[src/rtl/p_mul_iter_if.sv]
// Request/response bundle for the iterative packed multiplier p_mul_iter.
interface p_mul_iter_if #(
  parameter int XLEN = 32
);
  logic            valid;
  logic            ready;
  logic            mul_l;
  logic            mul_h;
  logic            clmul;
  logic [5:0]      pw;
  logic [XLEN-1:0] crs1;
  logic [XLEN-1:0] crs2;
  logic [XLEN-1:0] result;

  modport master (output valid, mul_l, mul_h, clmul, pw, crs1, crs2,
                  input  ready, result);
  modport slave  (input  valid, mul_l, mul_h, clmul, pw, crs1, crs2,
                  output ready, result);
endinterface

[src/rtl/p_mul_iter.sv]
// Iterative packed-lane multiplier: one shift-add step per clock over W-bit lanes.
// Define P_MUL_ITER_CLMUL_EN to build the carryless (XOR) accumulation path.
module p_mul_iter #(
  parameter int XLEN = 32
) (
  input  logic       clock,
  input  logic       reset,
  p_mul_iter_if.slave bus
);
  typedef enum logic [1:0] {IDLE = 2'd0, BUSY = 2'd1, DONE = 2'd2} state_t;

  state_t            state_r, state_s;
  logic [5:0]        cnt_r, cnt_s;
  logic [2*XLEN-1:0] psum_r, psum_s;
  logic [XLEN-1:0]   result_r, result_s;
  logic              ready_r, ready_s;

  logic [2*XLEN-1:0] step_s [6];
  logic [XLEN-1:0]   res_s  [6];
  logic [2*XLEN-1:0] sel_step_s;
  logic [XLEN-1:0]   sel_res_s;
  logic [5:0]        wm1_s;
  logic              legal_s;
  logic              last_s;

  // Per-width lane arrays; each lane keeps its own 2W-bit product inside psum_r.
  for (genvar g = 0; g < 6; g++) begin : g_w
    localparam int W = 64 >> g;
    if (W <= XLEN) begin : g_on
      for (genvar j = 0; j < XLEN / W; j++) begin : g_lane
        logic [W-1:0]   a_s, b_sh_s;
        logic [2*W-1:0] prod_s, add_s, nxt_s;
        assign a_s    = bus.crs1[W*j +: W];
        assign b_sh_s = bus.crs2[W*j +: W] >> cnt_r;
        assign prod_s = psum_r[2*W*j +: 2*W];
        assign add_s  = {{W{1'b0}}, a_s} << cnt_r;
`ifdef P_MUL_ITER_CLMUL_EN
        assign nxt_s  = !b_sh_s[0] ? prod_s :
                        (bus.clmul ? (prod_s ^ add_s) : (prod_s + add_s));
`else
        assign nxt_s  = !b_sh_s[0] ? prod_s : (prod_s + add_s);
`endif
        assign step_s[g][2*W*j +: 2*W] = nxt_s;
        assign res_s[g][W*j +: W]      = bus.mul_h ? nxt_s[2*W-1:W] : nxt_s[W-1:0];
      end
    end else begin : g_off
      assign step_s[g] = '0;
      assign res_s[g]  = '0;
    end
  end

  // Lane-width decode: selects the active width's step result and final step index.
  always_comb begin
    sel_step_s = '0;
    sel_res_s  = '0;
    wm1_s      = 6'd0;
    legal_s    = 1'b1;
    case (bus.pw)
      6'b000001: begin sel_step_s = step_s[0]; sel_res_s = res_s[0]; wm1_s = 6'd63;
                       legal_s = (XLEN == 64); end
      6'b000010: begin sel_step_s = step_s[1]; sel_res_s = res_s[1]; wm1_s = 6'd31; end
      6'b000100: begin sel_step_s = step_s[2]; sel_res_s = res_s[2]; wm1_s = 6'd15; end
      6'b001000: begin sel_step_s = step_s[3]; sel_res_s = res_s[3]; wm1_s = 6'd7;  end
      6'b010000: begin sel_step_s = step_s[4]; sel_res_s = res_s[4]; wm1_s = 6'd3;  end
      6'b100000: begin sel_step_s = step_s[5]; sel_res_s = res_s[5]; wm1_s = 6'd1;  end
      default:   legal_s = 1'b0;
    endcase
  end

  assign last_s = legal_s ? (cnt_r == wm1_s) : 1'b1;

  // State register.
  always_ff @(posedge clock or posedge reset) begin
    if (reset) begin
      state_r <= IDLE;
    end else begin
      state_r <= state_s;
    end
  end

  // Next-state logic; dropping valid while busy abandons the operation.
  always_comb begin
    state_s = state_r;
    case (state_r)
      IDLE:    state_s = bus.valid ? BUSY : IDLE;
      BUSY: begin
        if (!bus.valid) begin
          state_s = IDLE;
        end else if (last_s) begin
          state_s = DONE;
        end else begin
          state_s = BUSY;
        end
      end
      DONE:    state_s = IDLE;
      default: state_s = IDLE;
    endcase
  end

  // Datapath and output next values; illegal widths finish on their first busy edge with 0.
  always_comb begin
    cnt_s    = cnt_r;
    psum_s   = psum_r;
    result_s = result_r;
    ready_s  = 1'b0;
    case (state_r)
      IDLE: begin
        if (bus.valid) begin
          cnt_s  = 6'd0;
          psum_s = '0;
        end else begin
          cnt_s  = cnt_r;
        end
      end
      BUSY: begin
        if (!bus.valid) begin
          cnt_s = cnt_r;
        end else if (!legal_s) begin
          result_s = '0;
          ready_s  = 1'b1;
        end else if (last_s) begin
          psum_s   = sel_step_s;
          result_s = sel_res_s;
          ready_s  = 1'b1;
        end else begin
          psum_s = sel_step_s;
          cnt_s  = cnt_r + 6'd1;
        end
      end
      DONE:    ready_s = 1'b0;
      default: ready_s = 1'b0;
    endcase
  end

  // Datapath and output registers.
  always_ff @(posedge clock or posedge reset) begin
    if (reset) begin
      cnt_r    <= 6'd0;
      psum_r   <= '0;
      result_r <= '0;
      ready_r  <= 1'b0;
    end else begin
      cnt_r    <= cnt_s;
      psum_r   <= psum_s;
      result_r <= result_s;
      ready_r  <= ready_s;
    end
  end

  assign bus.ready  = ready_r;
  assign bus.result = result_r;
endmodule

[src/flat_wrapper.sv]
// flat-port wrapper written by rule: the top's interface ports become plain ports
module p_mul_iter_flat 
#(
  parameter int XLEN = 32
)
  (clock, reset, bus_valid, bus_mul_l, bus_mul_h, bus_clmul, bus_pw, bus_crs1, bus_crs2, bus_ready, bus_result);
  p_mul_iter_if #(.XLEN(XLEN)) bus_i ();
  input  logic clock;
  input  logic reset;
  input wire logic [$bits(bus_i.valid)-1:0] bus_valid;
  input wire logic [$bits(bus_i.mul_l)-1:0] bus_mul_l;
  input wire logic [$bits(bus_i.mul_h)-1:0] bus_mul_h;
  input wire logic [$bits(bus_i.clmul)-1:0] bus_clmul;
  input wire logic [$bits(bus_i.pw)-1:0] bus_pw;
  input wire logic [$bits(bus_i.crs1)-1:0] bus_crs1;
  input wire logic [$bits(bus_i.crs2)-1:0] bus_crs2;
  output wire logic [$bits(bus_i.ready)-1:0] bus_ready;
  output wire logic [$bits(bus_i.result)-1:0] bus_result;
  assign bus_i.valid = bus_valid;
  assign bus_i.mul_l = bus_mul_l;
  assign bus_i.mul_h = bus_mul_h;
  assign bus_i.clmul = bus_clmul;
  assign bus_i.pw = bus_pw;
  assign bus_i.crs1 = bus_crs1;
  assign bus_i.crs2 = bus_crs2;
  assign bus_ready = bus_i.ready;
  assign bus_result = bus_i.result;
  p_mul_iter #(.XLEN(XLEN)) u_core (.clock(clock), .reset(reset), .bus(bus_i));
endmodule
[config.mk]
export PLATFORM = sky130hd
export DESIGN_NAME = p_mul_iter_flat
export DESIGN_NICKNAME = d
export VERILOG_FILES = /design/src/rtl/p_mul_iter_if.sv /design/src/rtl/p_mul_iter.sv /design/src/flat_wrapper.sv
export SDC_FILE = /design/constraint.sdc
export NUM_CORES = 2
export LEC_CHECK = 0
export CAP_MARGIN = 20
export CORE_ASPECT_RATIO = 1.75
export CORE_MARGIN = 4
export CORE_UTILIZATION = 55
export CTS_CLUSTER_DIAMETER = 200
export DETAILED_ROUTE_END_ITERATION = 16
export PLACE_DENSITY = 0.83
export SLEW_MARGIN = 20
export SYNTH_ARGS = -nofsm -noshare
export SYNTH_HDL_FRONTEND = slang
export SYNTH_SLANG_ARGS = --single-unit
[constraint.sdc]
create_clock -name clock -period 6.9 [get_ports clock]
set_input_delay 1.035 -clock clock [delete_from_list [all_inputs] [get_ports clock]]
set_output_delay 1.035 -clock clock [all_outputs]
set_load 0.05 [all_outputs]
==> results.sh, run 1 <==
export IMPL_synth_flop_cell="dfrtp_1"
export IMPL_start_util=0.558
export IMPL_die_y_um=311
export IMPL_async_reset_ff_frac=1.00
export IMPL_cts_setup_buffers=0
export IMPL_status="did not finish"
export IMPL_grt_pass1_vias=41400
export IMPL_hpwl_um=138000
export IMPL_stop_stage="global routing (5_1_grt)"
export IMPL_ys_seq_elements=105
export IMPL_grt_overflow_total=513
export IMPL_port_buffers=106
export IMPL_cts_buffers=9
export IMPL_syn_avg_cell_area_um2=6.74
export IMPL_root_buffer="clkbuf_16"
export IMPL_std_cell_rows=110
export IMPL_placed_cells=5055
export IMPL_syn_num_nets=4652
export IMPL_error_line="[ERROR GRT-0116] Global routing finished with congestion. Check the congestion regions in the DRC Viewer."
export IMPL_ys_warn_count=0
export IMPL_grtUsageTotal=0.718
export IMPL_ys_types=94
export IMPL_placed_area_um2=31800
export IMPL_cts_sinks=105
export IMPL_synth_seq_area_share=0.0912
export IMPL_dieWidth_um=181
export IMPL_grt_pass1_wl_um=312000
export IMPL_cts_max_level=3
export IMPL_cts_hold_buffers=0
export IMPL_ctsResizeCount=0
export IMPL_synth_edff_count=0
export IMPL_cts_max_path_buffers=2
export IMPL_synth_area_um2=28800
export IMPL_num_io_pins=109
export IMPL_gp_congestion=1.23
export IMPL_grt_max_degree=100
export IMPL_synthCells=4272
routing by layer:
layer  GRT overflow  global-route usage
met4            187               0.725
met2            321               0.915
met3              3               0.518
met1              1               0.712
met5              1               0.219
stage by stage:
stage	setup WS (ns)	hold WS (ns)
3_5_place_dp	0.380	0.476
2_1_floorplan	1.50	0.553
4_1_cts	0.761	0.497
3_3_place_gp	0.438	0.472
cells in the mapped netlist, drive strengths merged, types with 18 or more instances:
cell type,number,area share
a211oi,67,0.018
or2,18,0.0039
fa,30,0.021
and3,65,0.014
a221oi,18,0.0057
o21bai,36,0.0094
clkbuf,218,0.028
nor3,76,0.013
dfrtp,105,0.091
o21a,48,0.013
nand3,75,0.013
a22oi,35,0.0091
xnor2,130,0.040
and2,50,0.011
a21oi,479,0.084
mux2,36,0.014
xor2,68,0.021
ha,274,0.12
o22ai,71,0.015
inv,78,0.010
nand2b,30,0.0065
a22o,24,0.0073
nor4,33,0.0072
nor2,504,0.066
mux2i,139,0.048
o211ai,36,0.0094
buf,68,0.012
a31oi,52,0.011
nand4,45,0.0098
a21o,118,0.031
or3,25,0.0054
o21ai,359,0.063
nand2,536,0.070
o31ai,24,0.0063
nor2b,43,0.0093
cell families after synthesis:
kind of cell               synth area share
AOI/OAI and AO/OA                     0.342
xor gates and xnor gates             0.0602
adders and majority gates             0.140
buffers and inverters                0.0507
DFF                                  0.0912
muxes                                0.0718
and+or+nand+nor                       0.244
==> run 2, diff against run 1 <==
Settings changed: CORE_ASPECT_RATIO 1.75 to not set, CORE_UTILIZATION 55 to 40, CTS_CLUSTER_DIAMETER 200 to not set, PLACE_DENSITY 0.83 to not set, PLACE_DENSITY_LB_ADDON set to 0.15.
==> results.sh, run 2 <==
export IMPL_p_int_mw=2.96
export IMPL_critical_path_required_ns=7.19
export IMPL_switching_share=0.605
export IMPL_grt_pass1_wl_um=250000
export IMPL_num_io_pins=109
export IMPL_critical_path_buf_inv_count=3
export IMPL_slowest_delay_ns=0.60
export IMPL_setup_tns_ns=0
export IMPL_worst_pin_slew_ns=1.28
export IMPL_p_clk_frac=0.084
export IMPL_hpwl_um=143000
export IMPL_std_cell_rows=98
export IMPL_gp_congestion=1.08
export IMPL_grt_pass1_vias=33800
export IMPL_grtUsageTotal=0.442
export IMPL_r2r_cells=21
export IMPL_drc=0
export IMPL_status="finished clean"
export IMPL_synth_most_common_cell="nand2_1"
export IMPL_cts_max_path_buffers=2
export IMPL_cts_tree="built"
export IMPL_slew_viol_final=0
export IMPL_crit_chain="clkdlybuf4s50_1, mux2i_1, nor2_1, a21oi_1, nand2b_1, o21ai_0, or3_1, o21ai_0, o22ai_1, and2_1, ha_1, buf_4, nand4_1, nor2_1, nand2_1, a21oi_1, o21ai_1, o21ai_1, a21boi_0, xnor2_1, a2111oi_1, buf_4, nor2_1"
export IMPL_cpLargestDelayFamily="compound AO/OA/AOI/OAI gates"
export IMPL_hold_path_class="register to register"
export IMPL_async_reset_ff_frac=1.00
export IMPL_synth_area_um2=28800
export IMPL_synthTopCellsByCount="nand2_1 (535), nor2_1 (503), a21oi_1 (475)"
export IMPL_ys_seq_elements=105
export IMPL_leakage_nw=14.9
export IMPL_cts_setup_buffers=0
export IMPL_start_kind="input pin"
export IMPL_synth_top_cell_area_share=0.119
export IMPL_rsz0062_at_grt="no"
export IMPL_synth_seq_area_share=0.0912
export IMPL_crit_arrival_ns=6.87
export IMPL_fin_crit_sh=0.953
export IMPL_final_cell_mix="nand2_1 (533), nor2_1 (502), a21oi_1 (473)"
export IMPL_synthCells=4272
export IMPL_ys_types=94
export IMPL_routedWlPerCell_um=33.0
export IMPL_finalSetupViolations=0
export IMPL_finalPower_mw=7.48
export IMPL_cpMostUsedCell="nor2_1"
export IMPL_fin_util=0.464
export IMPL_period_needed_ns=6.58
export IMPL_core_area_um2=71400
export IMPL_totalWireLength_um=179000
export IMPL_antenna_found_initial=10
export IMPL_timing_rr_start="u_core.cnt_r[1]"
export IMPL_cts_sinks=105
export IMPL_worstSetupEndpointType="register"
export IMPL_power_share_sequential=0.098
export IMPL_slew_headroom=0.142
export IMPL_mostFrequentLayoutCell="nand2_1"
export IMPL_critPathSlowestCell="a2111oi_1"
export IMPL_pwr_share_comb=0.818
export IMPL_vias_per_cell=6.85
export IMPL_synth_flop_cell="dfrtp_1"
export IMPL_synth_top_cell_by_area="ha_1"
export IMPL_drt_pass1_iter_count=9
export IMPL_synthToLayoutAreaGrowth_pct=15.0
export IMPL_dieWidth_um=276
export IMPL_root_buffer="clkbuf_16"
export IMPL_drive_gt1_frac=0.109
export IMPL_worst_setup_path_type="input pin to register"
export IMPL_drv_cap=0
export IMPL_grt_overflow_total=0
export IMPL_peakVddDrop_mv=0.157
export IMPL_final_setup_skew_ns=0.0277
export IMPL_ys_warn_count=0
export IMPL_hp_start="u_core.bus.result[1]"
export IMPL_grt_max_degree=119
export IMPL_nets=4842
export IMPL_die_y_um=276
export IMPL_cp_max_fo=6
export IMPL_postRouteAntennaNets=0
export IMPL_fmax_ghz=0.152
export IMPL_drt_iter0_markers=6084
export IMPL_clkSlewWorstSetupHoldPaths_ns=0.09
export IMPL_clock_latency_ns=0.42
export IMPL_p_sw_mw=4.52
export IMPL_die_area_um2=76400
export IMPL_r2r_slack_ns=0.43
export IMPL_min_path_cells=2
export IMPL_syn_num_nets=4652
export IMPL_port_buffers=106
export IMPL_min_to="u_core.bus.result[1]"
export IMPL_ys_top_cells_by_area="ha_1 (12%), dfrtp_1 (9.1%), a21oi_1 (8.3%), nand2_1 (7.0%), nor2_1 (6.6%)"
export IMPL_cp_depth=23
export IMPL_r2r_end="u_core.bus.result[19]"
export IMPL_largest_reg_flops=64
export IMPL_syn_avg_cell_area_um2=6.74
export IMPL_cts_max_level=3
export IMPL_cts_buffers=9
export IMPL_finalHoldViolCount=0
export IMPL_start_util=0.404
export IMPL_synth_edff_count=0
export IMPL_p_per_area_nw_per_um2=226
export IMPL_vias=37100
==> run 2: cell counts after synthesis <==
No cell type changed its count.
==> run 2: cell families (layout without fill, tap and decap cells) <==
logic type,count (synthesis),after routing,synth area share
other,0,1,0
AND/OR/NAND/NOR,1552,1552,0.244
multiplexers,187,187,0.0718
XOR/XNOR,198,198,0.0602
flip-flops,105,105,0.0912
AO/OA/AOI/OAI,1557,1557,0.342
buffers and inverters,368,563,0.0507
adder cells (fa/ha/maj),305,305,0.140
==> run 2: worst max-delay path by stage <==
stage	startpoint	to	slack, ns
6_report	bus_crs1[18]	u_core.bus.result[19]	0.32
5_1_grt	bus_crs1[0]	u_core.bus.result[21]	0.08
4_1_cts	bus_crs1[18]	u_core.bus.result[19]	0.25
3_5_place_dp	bus_crs1[18]	u_core.bus.result[19]	-0.14
3_3_place_gp	bus_crs1[18]	u_core.bus.result[19]	-0.09
2_1_floorplan	u_core.cnt_r[1]	u_core.bus.result[28]	1.50
==> run 2: power groups by stage <==
stage	clock network, mW	registers [mW]	logic, mW
floorplan	0	0.752	3.29
global placement	0	0.741	5.77
detailed placement	0	0.741	5.76
CTS	0.630	0.730	5.79
global route	0.644	0.738	6.34
finish	0.629	0.733	6.12
==> run 2: stage by stage <==
stage | instances | setup slack (ns) | cell area [µm²] | hold slack [ns]
final | 5418 | 0.322 | 33100 | 0.484
after floorplan | 4272 | 1.50 | 28800 | 0.553
after detailed placement | 5401 | -0.137 | 32800 | 0.470
after global routing | 5417 | 0.0849 | 33100 | 0.519
after global placement | 5401 | -0.0912 | 32800 | 0.465
after CTS | 5417 | 0.251 | 33100 | 0.491
==> run 2: repair_timing <==
item | in CTS | in global routing
hold buffers | 0 | 0
endpoints found under the setup margin | 0 | 1
resized for setup | 0 | 3
==> run 2: final cells by class <==
| type | instances | area [µm²] |
|---|---|---|
| Fill cell | 7723 | 38300 |
| Multi-Input combinational cell | 3799 | 24800 |
| Timing Repair Buffer | 465 | 3870 |
| Sequential cell | 105 | 2650 |
| Tap cell | 950 | 1190 |
| Inverter | 82 | 310 |
| Clock buffer | 11 | 243 |
| Clock inverter | 5 | 75.1 |
| Antenna cell | 1 | 2.50 |
==> run 2: worst register-to-register path: stages (launching register included) <==
cell and delay (ns):
dfrtp_4 0.81, buf_4 0.35, mux2_2 0.37, o21ai_0 0.24, nand2b_1 0.20, nand2_1 0.11
buf_4 0.16, a21oi_1 0.48, o21ai_0 0.24, and2_1 0.28, ha_1 0.45, nand4_1 0.15
nor2_1 0.22, nand2_1 0.08, a21oi_1 0.29, o21ai_1 0.19, o21ai_1 0.45, a21boi_0 0.22
xnor2_1 0.21, a2111oi_1 0.60, buf_4 0.21, nor2_1 0.04
==> run 2: per-layer routing <==
| metal | share of wire | GRT usage | wire [µm] |
|---|---|---|---|
| met1 | 0.41 | 0.614 | 72800 |
| met2 | 0.37 | 0.583 | 66000 |
| met3 | 0.17 | 0.198 | 30100 |
| met4 | 0.054 | 0.191 | 9560 |
| met5 | 0.00040 | 0 | 71 |
Note: power is estimated with default switching activity, not from simulation.
